[src/rtl/imem_loader.sv]
// imem_loader: loads a program into instruction memory from a byte stream.
//
// Stream format: a 16-bit little-endian word count N, then N words of four
// bytes each, least-significant byte first. Every assembled word gets a
// one-cycle write on the imem port, at consecutive addresses from BASE_ADDR.
// The CPU core is held in reset until the last word has been written.
//
// State table:
//   state   | meaning
//   --------+-----------------------------------------------------------
//   LEN_LO  | waiting for word-count low byte
//   LEN_HI  | waiting for word-count high byte; range-check the count
//   DATA    | collecting the four bytes of the current word
//   WRITE   | one-cycle imem write of the assembled word
//   DONE    | load complete, CPU released; waits for reload
//   ERR     | word count too large, CPU held; waits for reload
//
// Ports:
//   clk_i        system clock
//   rst_ni       asynchronous reset, active-low
//   in_valid_i   byte source has in_data_i valid
//   in_data_i    stream byte
//   in_ready_o   loader accepts in_data_i this cycle (registered)
//   reload_i     one-cycle pulse; restarts a load from DONE or ERR
//   mem_we_o     imem write strobe, one cycle per word
//   mem_addr_o   imem word address
//   mem_wdata_o  imem write data
//   cpu_hold_o   1 = keep CPU core in reset
//   done_o       load completed successfully
//   err_o        word count exceeded MAX_WORDS
module imem_loader #(
  parameter int ADDR_W    = 8,
  parameter int BASE_ADDR = 0,
  parameter int MAX_WORDS = 256
) (
  input  logic              clk_i,
  input  logic              rst_ni,
  input  logic              in_valid_i,
  input  logic [7:0]        in_data_i,
  output logic              in_ready_o,
  input  logic              reload_i,
  output logic              mem_we_o,
  output logic [ADDR_W-1:0] mem_addr_o,
  output logic [31:0]       mem_wdata_o,
  output logic              cpu_hold_o,
  output logic              done_o,
  output logic              err_o
);

  localparam logic [ADDR_W-1:0] BASE     = ADDR_W'(BASE_ADDR);
  localparam logic [16:0]       MAX_W17  = 17'(MAX_WORDS);

  typedef enum logic [2:0] {
    S_LEN_LO,
    S_LEN_HI,
    S_DATA,
    S_WRITE,
    S_DONE,
    S_ERR
  } state_t;

  state_t            state_q, state_d;
  logic [7:0]        len_lo_q, len_lo_d;
  logic [15:0]       rem_q, rem_d;
  logic [1:0]        idx_q, idx_d;
  logic [31:0]       wbuf_q, wbuf_d;
  logic [ADDR_W-1:0] addr_q, addr_d;
  logic              in_ready_q, in_ready_d;
  logic              cpu_hold_q, cpu_hold_d;
  logic              done_q, done_d;
  logic              err_q, err_d;

  logic              xfer;
  logic [15:0]       n_full;

  assign xfer   = in_valid_i & in_ready_q;
  assign n_full = {in_data_i, len_lo_q};

  always_ff @(posedge clk_i or negedge rst_ni) begin
    if (!rst_ni) begin
      state_q    <= S_LEN_LO;
      len_lo_q   <= '0;
      rem_q      <= '0;
      idx_q      <= '0;
      wbuf_q     <= '0;
      addr_q     <= BASE;
      in_ready_q <= 1'b1;
      cpu_hold_q <= 1'b1;
      done_q     <= 1'b0;
      err_q      <= 1'b0;
    end else begin
      state_q    <= state_d;
      len_lo_q   <= len_lo_d;
      rem_q      <= rem_d;
      idx_q      <= idx_d;
      wbuf_q     <= wbuf_d;
      addr_q     <= addr_d;
      in_ready_q <= in_ready_d;
      cpu_hold_q <= cpu_hold_d;
      done_q     <= done_d;
      err_q      <= err_d;
    end
  end

  // in_ready/done/err/cpu_hold are computed for the state being entered so
  // they change on the same edge as the state register.
  always_comb begin
    state_d    = state_q;
    len_lo_d   = len_lo_q;
    rem_d      = rem_q;
    idx_d      = idx_q;
    wbuf_d     = wbuf_q;
    addr_d     = addr_q;
    in_ready_d = in_ready_q;
    cpu_hold_d = cpu_hold_q;
    done_d     = done_q;
    err_d      = err_q;

    case (state_q)
      S_LEN_LO: begin
        if (xfer) begin
          len_lo_d = in_data_i;
          state_d  = S_LEN_HI;
        end
      end
      S_LEN_HI: begin
        if (xfer) begin
          rem_d = n_full;
          if (n_full == 16'd0) begin
            state_d    = S_DONE;
            in_ready_d = 1'b0;
            done_d     = 1'b1;
            cpu_hold_d = 1'b0;
          end else if ({1'b0, n_full} > MAX_W17) begin
            state_d    = S_ERR;
            in_ready_d = 1'b0;
            err_d      = 1'b1;
          end else begin
            state_d = S_DATA;
            idx_d   = 2'd0;
            addr_d  = BASE;
          end
        end
      end
      S_DATA: begin
        if (xfer) begin
          wbuf_d[{idx_q, 3'b000} +: 8] = in_data_i;
          idx_d = idx_q + 2'd1;
          if (idx_q == 2'd3) begin
            state_d    = S_WRITE;
            in_ready_d = 1'b0;
          end
        end
      end
      S_WRITE: begin
        addr_d = addr_q + ADDR_W'(1);
        rem_d  = rem_q - 16'd1;
        if (rem_q > 16'd1) begin
          state_d    = S_DATA;
          in_ready_d = 1'b1;
        end else begin
          state_d    = S_DONE;
          done_d     = 1'b1;
          cpu_hold_d = 1'b0;
        end
      end
      S_DONE, S_ERR: begin
        if (reload_i) begin
          state_d    = S_LEN_LO;
          in_ready_d = 1'b1;
          cpu_hold_d = 1'b1;
          done_d     = 1'b0;
          err_d      = 1'b0;
          addr_d     = BASE;
        end
      end
      default: begin
        state_d = S_LEN_LO;
      end
    endcase
  end

  assign in_ready_o  = in_ready_q;
  assign mem_we_o    = (state_q == S_WRITE);
  assign mem_addr_o  = addr_q;
  assign mem_wdata_o = wbuf_q;
  assign cpu_hold_o  = cpu_hold_q;
  assign done_o      = done_q;
  assign err_o       = err_q;

endmodule

[config.mk]
export PLATFORM = sky130hd
export DESIGN_NAME = imem_loader
export DESIGN_NICKNAME = d
export VERILOG_FILES = /design/src/rtl/imem_loader.sv
export SDC_FILE = /design/constraint.sdc
export NUM_CORES = 1
export LEC_CHECK = 0
export CELL_PAD_IN_SITES_DETAIL_PLACEMENT = 1
export CELL_PAD_IN_SITES_GLOBAL_PLACEMENT = 1
export CORE_AREA = 2 2 86 88
export DETAILED_ROUTE_END_ITERATION = 8
export DIE_AREA = 0 0 88 90
export DONT_BUFFER_PORTS = 1
export GPL_ROUTABILITY_DRIVEN = 0
export PLACE_DENSITY_LB_ADDON = 0.15
export SYNTH_ARGS = -nofsm -noshare
export SYNTH_HDL_FRONTEND = slang
export SYNTH_SLANG_ARGS = --single-unit
[constraint.sdc]
create_clock -name clk_i -period 3.05 [get_ports clk_i]
set_input_delay 0.61 -clock clk_i [delete_from_list [all_inputs] [get_ports clk_i]]
set_output_delay 0.61 -clock clk_i [all_outputs]
set_load 0.01 [all_outputs]
==> flow_metrics.env <==
export IMPL_min_period_over_period_pct=80.51
export IMPL_grt_use_met2_pct=40.03
export IMPL_seq_area_frac_synth_pct=51.72
export IMPL_grt_first_pass_wirelength_mm=15.30
export IMPL_synth_common_cells="nand2_1, dfrtp_1, o21ai_0"
export IMPL_syn_num_nets=398
export IMPL_yosysTopAreaCell="dfrtp_1"
export IMPL_slew_headroom_pct=42.42
export IMPL_grt_pass1_vias=2971
export IMPL_die_x_um=88
export IMPL_drc=0
export IMPL_synthMostInstantiatedCell="nand2_1"
export IMPL_n_antenna_cell=0
export IMPL_ys_ff_latch=73
export IMPL_numPortBuffers=0
export IMPL_ys_async_sr_fraction_pct=100.0
export IMPL_clk_path_buf_depth=2
export IMPL_crit_required_ns=3.26
export IMPL_leakage_uw=0.001651
export IMPL_clk_latency_ns=0.34
export IMPL_power_switching_uw=401.0
export IMPL_synth_area_leaders="dfrtp_1, nand2_1, o21ai_0"
export IMPL_dp_hpwl_mm=6.159
export IMPL_synth_ff_type="dfrtp_1"
export IMPL_yosys_area_top_type_share_pct=50.23
export IMPL_status="finished clean"
export IMPL_cts_max_level=3
export IMPL_drive_above_1_share_pct=11.05
export IMPL_hold_violations=0
export IMPL_seq_power_share_pct=57.9
export IMPL_slew_viol_final=0
export IMPL_vdd_ir_drop_worst_v=0.0002078
export IMPL_period_needed_ns=2.456
export IMPL_clock_sinks=73
export IMPL_seqCellArea_um2=1829
export IMPL_critPathMaxFanout=16
export IMPL_antenna_found_initial=0
export IMPL_setup_tns_ns=0
export IMPL_max_slew_worst_pin_slew_ns=0.8572
export IMPL_grtUsageMet1_pct=33.99
export IMPL_syn_inst=377
export IMPL_firstDrtPassIters=4
export IMPL_dieArea_um2=7920
export IMPL_wire_per_inst_um=19.02
export IMPL_p_sw_share_pct=23.94
export IMPL_ios=57
export IMPL_cpPeakStageDelay_ns=0.72
export IMPL_drtAntennaViolNets=0
export IMPL_fp_row_count=31
export IMPL_power_frac_comb_pct=1.8
export IMPL_path_class="reg -> reg"
export IMPL_avgSynthCellArea_um2=9.382
export IMPL_root_buffer="clkbuf_8"
export IMPL_setup_worst_path_end_class="flip-flop"
export IMPL_num_nets_final=405
export IMPL_multiInputGateArea_um2=1614
export IMPL_initial_core_util_pct=50.38
export IMPL_cts_made_buffers=9
export IMPL_p_int_uw=1274
export IMPL_hp_class="in -> async"
export IMPL_num_vias=2881
export IMPL_postLayoutCellArea_um2=3867
export IMPL_initialDrtViolationCount=133
export IMPL_fmax_mhz=407.2
export IMPL_wl_mm=9.280
export IMPL_finalClockSkew_ns=0.007233
export IMPL_power_density_nw_per_um2=433.2
export IMPL_crit_path_top_delay_cell="nor3_1"
export IMPL_path_clk_slew_ns=0.08
export IMPL_syn_to_final_growth_pct=9.339
export IMPL_grt_busiest_layer="met2"
export IMPL_yosysWarnings=0
export IMPL_clkPwrFrac_pct=40.3
export IMPL_track_usage_pct=24.92
export IMPL_setup_violations=0
export IMPL_use_met3_pct=4.959
export IMPL_critPathLaunchType="flip-flop"
export IMPL_cp_arrival_ns=2.66
export IMPL_viasPerCell=5.904
export IMPL_cpMostUsedCell="nand2_1"
export IMPL_coreArea_um2=7020
export IMPL_syn_cell_area_um2=3537
export IMPL_num_fill_cells=805
export IMPL_cts_tree="yes"
export IMPL_dpl_cell_area_um2=3669
export IMPL_grt_remaining_overflow=0
export IMPL_die_h_um=90
export IMPL_ys_types=48
export IMPL_grt_max_degree=72
export IMPL_max_cap_violations=0
export IMPL_cts_setup_buffers=0
export IMPL_cp_cell_sequence="nand2b_1, nor3_1, nand2_1, nand2_1, o21ai_0"
export IMPL_rsz0062_at_grt="false"
export IMPL_synth_edf_count=0
-- cells by family after synthesis --
group	share of synthesized area [%]
fa+ha+maj	3.184
mux	2.865
flops	51.72
compound gates	18.15
buf+inv	2.653
simple gates	21.44
-- final cells by class --
type | instances | area share, %
Clock inverter | 6 | 1.132
Timing Repair Buffer | 9 | 2.265
Multi-Input combinational cell | 280 | 41.73
Inverter | 11 | 1.068
Clock buffer | 10 | 3.300
Tap cell | 99 | 3.203
Sequential cell | 73 | 47.30
-- flip-flops by register name, indices dropped and copies added, names as in the netlist --
| name | cells |
|---|---|
| done_o | 1 |
| mem_addr_o | 8 |
| mem_wdata_o | 32 |
| in_ready_o | 1 |
| state_q | 3 |
| err_o | 1 |
| rem_q | 16 |
| idx_q | 2 |
| cpu_hold_o | 1 |
| len_lo_q | 8 |
-- power by group through the flow --
stage | combinational (uW) | clock, uW | sequential (uW)
floorplan | 10.2 | 0 | 988
global placement | 7.99 | 0 | 989
detailed placement | 8.36 | 0 | 989
CTS | 31.7 | 690 | 970
global route | 34.6 | 739 | 970
finish | 29.9 | 675 | 970
-- worst max-delay path, delay by kind of cell, from the launching register on --
family | cells | cell delay [ns]
AND/OR/NAND/NOR | 4 | 1.67
flip-flops | 1 | 0.54
AO/OA/AOI/OAI | 1 | 0.11
-- routing by layer --
metal	wire length, um	share of wire [%]
met3	518	5.6
met1	4108	44
met5	0	0
met4	112	1.2
met2	4541	49
-- stage by stage --
step                total power, uW  hold slack [ns]  utilization, %  std cells  setup slack, ns
global placement              997.1           0.3168           52.25        471           0.7858
CTS                            1692          0.09639           55.09        488           0.5945
global route                   1744          0.09527           55.09        488           0.4064
floorplan                     997.9           0.3144               -        377            1.129
detailed placement            997.8           0.3167           52.25        471           0.7165
finish                         1675           0.1062           55.09        488           0.5943
-- cell usage in the layout, fill, tap and decap left out, drive strengths merged, types with 2 or more instances in the layout --
cell / Yosys / layout
inv: 10 / 11
a22o: 2 / 2
nand2: 88 / 88
clkbuf: 10 / 10
dfrtp: 71 / 71
a211oi: 4 / 4
dfstp: 2 / 2
a22oi: 2 / 2
and3: 5 / 5
o21ai: 44 / 44
or3: 4 / 4
mux2: 9 / 9
a21oi: 19 / 19
nand3b: 2 / 2
o311ai: 2 / 2
nor2b: 2 / 2
nor4: 4 / 4
o211ai: 5 / 5
clkinv: 1 / 5
or4: 6 / 6
nor2: 18 / 18
a21boi: 2 / 2
nand4b: 2 / 2
nor3b: 4 / 4
o21a: 8 / 8
nand3: 9 / 9
a31oi: 4 / 4
nor3: 11 / 11
buf: 3 / 9
ha: 9 / 9
-- final timing paths --
check / from / end / slack, ns / cells after the start
min in group clk_i: reload_i / state_q[2]$_DFFE_PN0P_ / 0.37 / 1
worst max-delay path: state_q[2]$_DFFE_PN0P_ / mem_wdata_o[28]$_DFFE_PN0P_ / 0.59 / 5
worst min-delay path: rst_ni / cpu_hold_o$_DFFE_PN1P_ / 0.11 / 0
max in group asynchronous: rst_ni / len_lo_q[2]$_DFFE_PN0P_ / 2.60 / 1
worst min register to register: cpu_hold_o$_DFFE_PN1P_ / cpu_hold_o$_DFFE_PN1P_ / 0.51 / 2
worst max register to register: state_q[2]$_DFFE_PN0P_ / mem_wdata_o[28]$_DFFE_PN0P_ / 0.59 / 5
-- timing repair --
item                      4_1_cts  5_1_grt
hold buffers                    1        0
resized for setup               0        0
hold endpoints to repair       71        0
(Power assumes the default switching activity.)
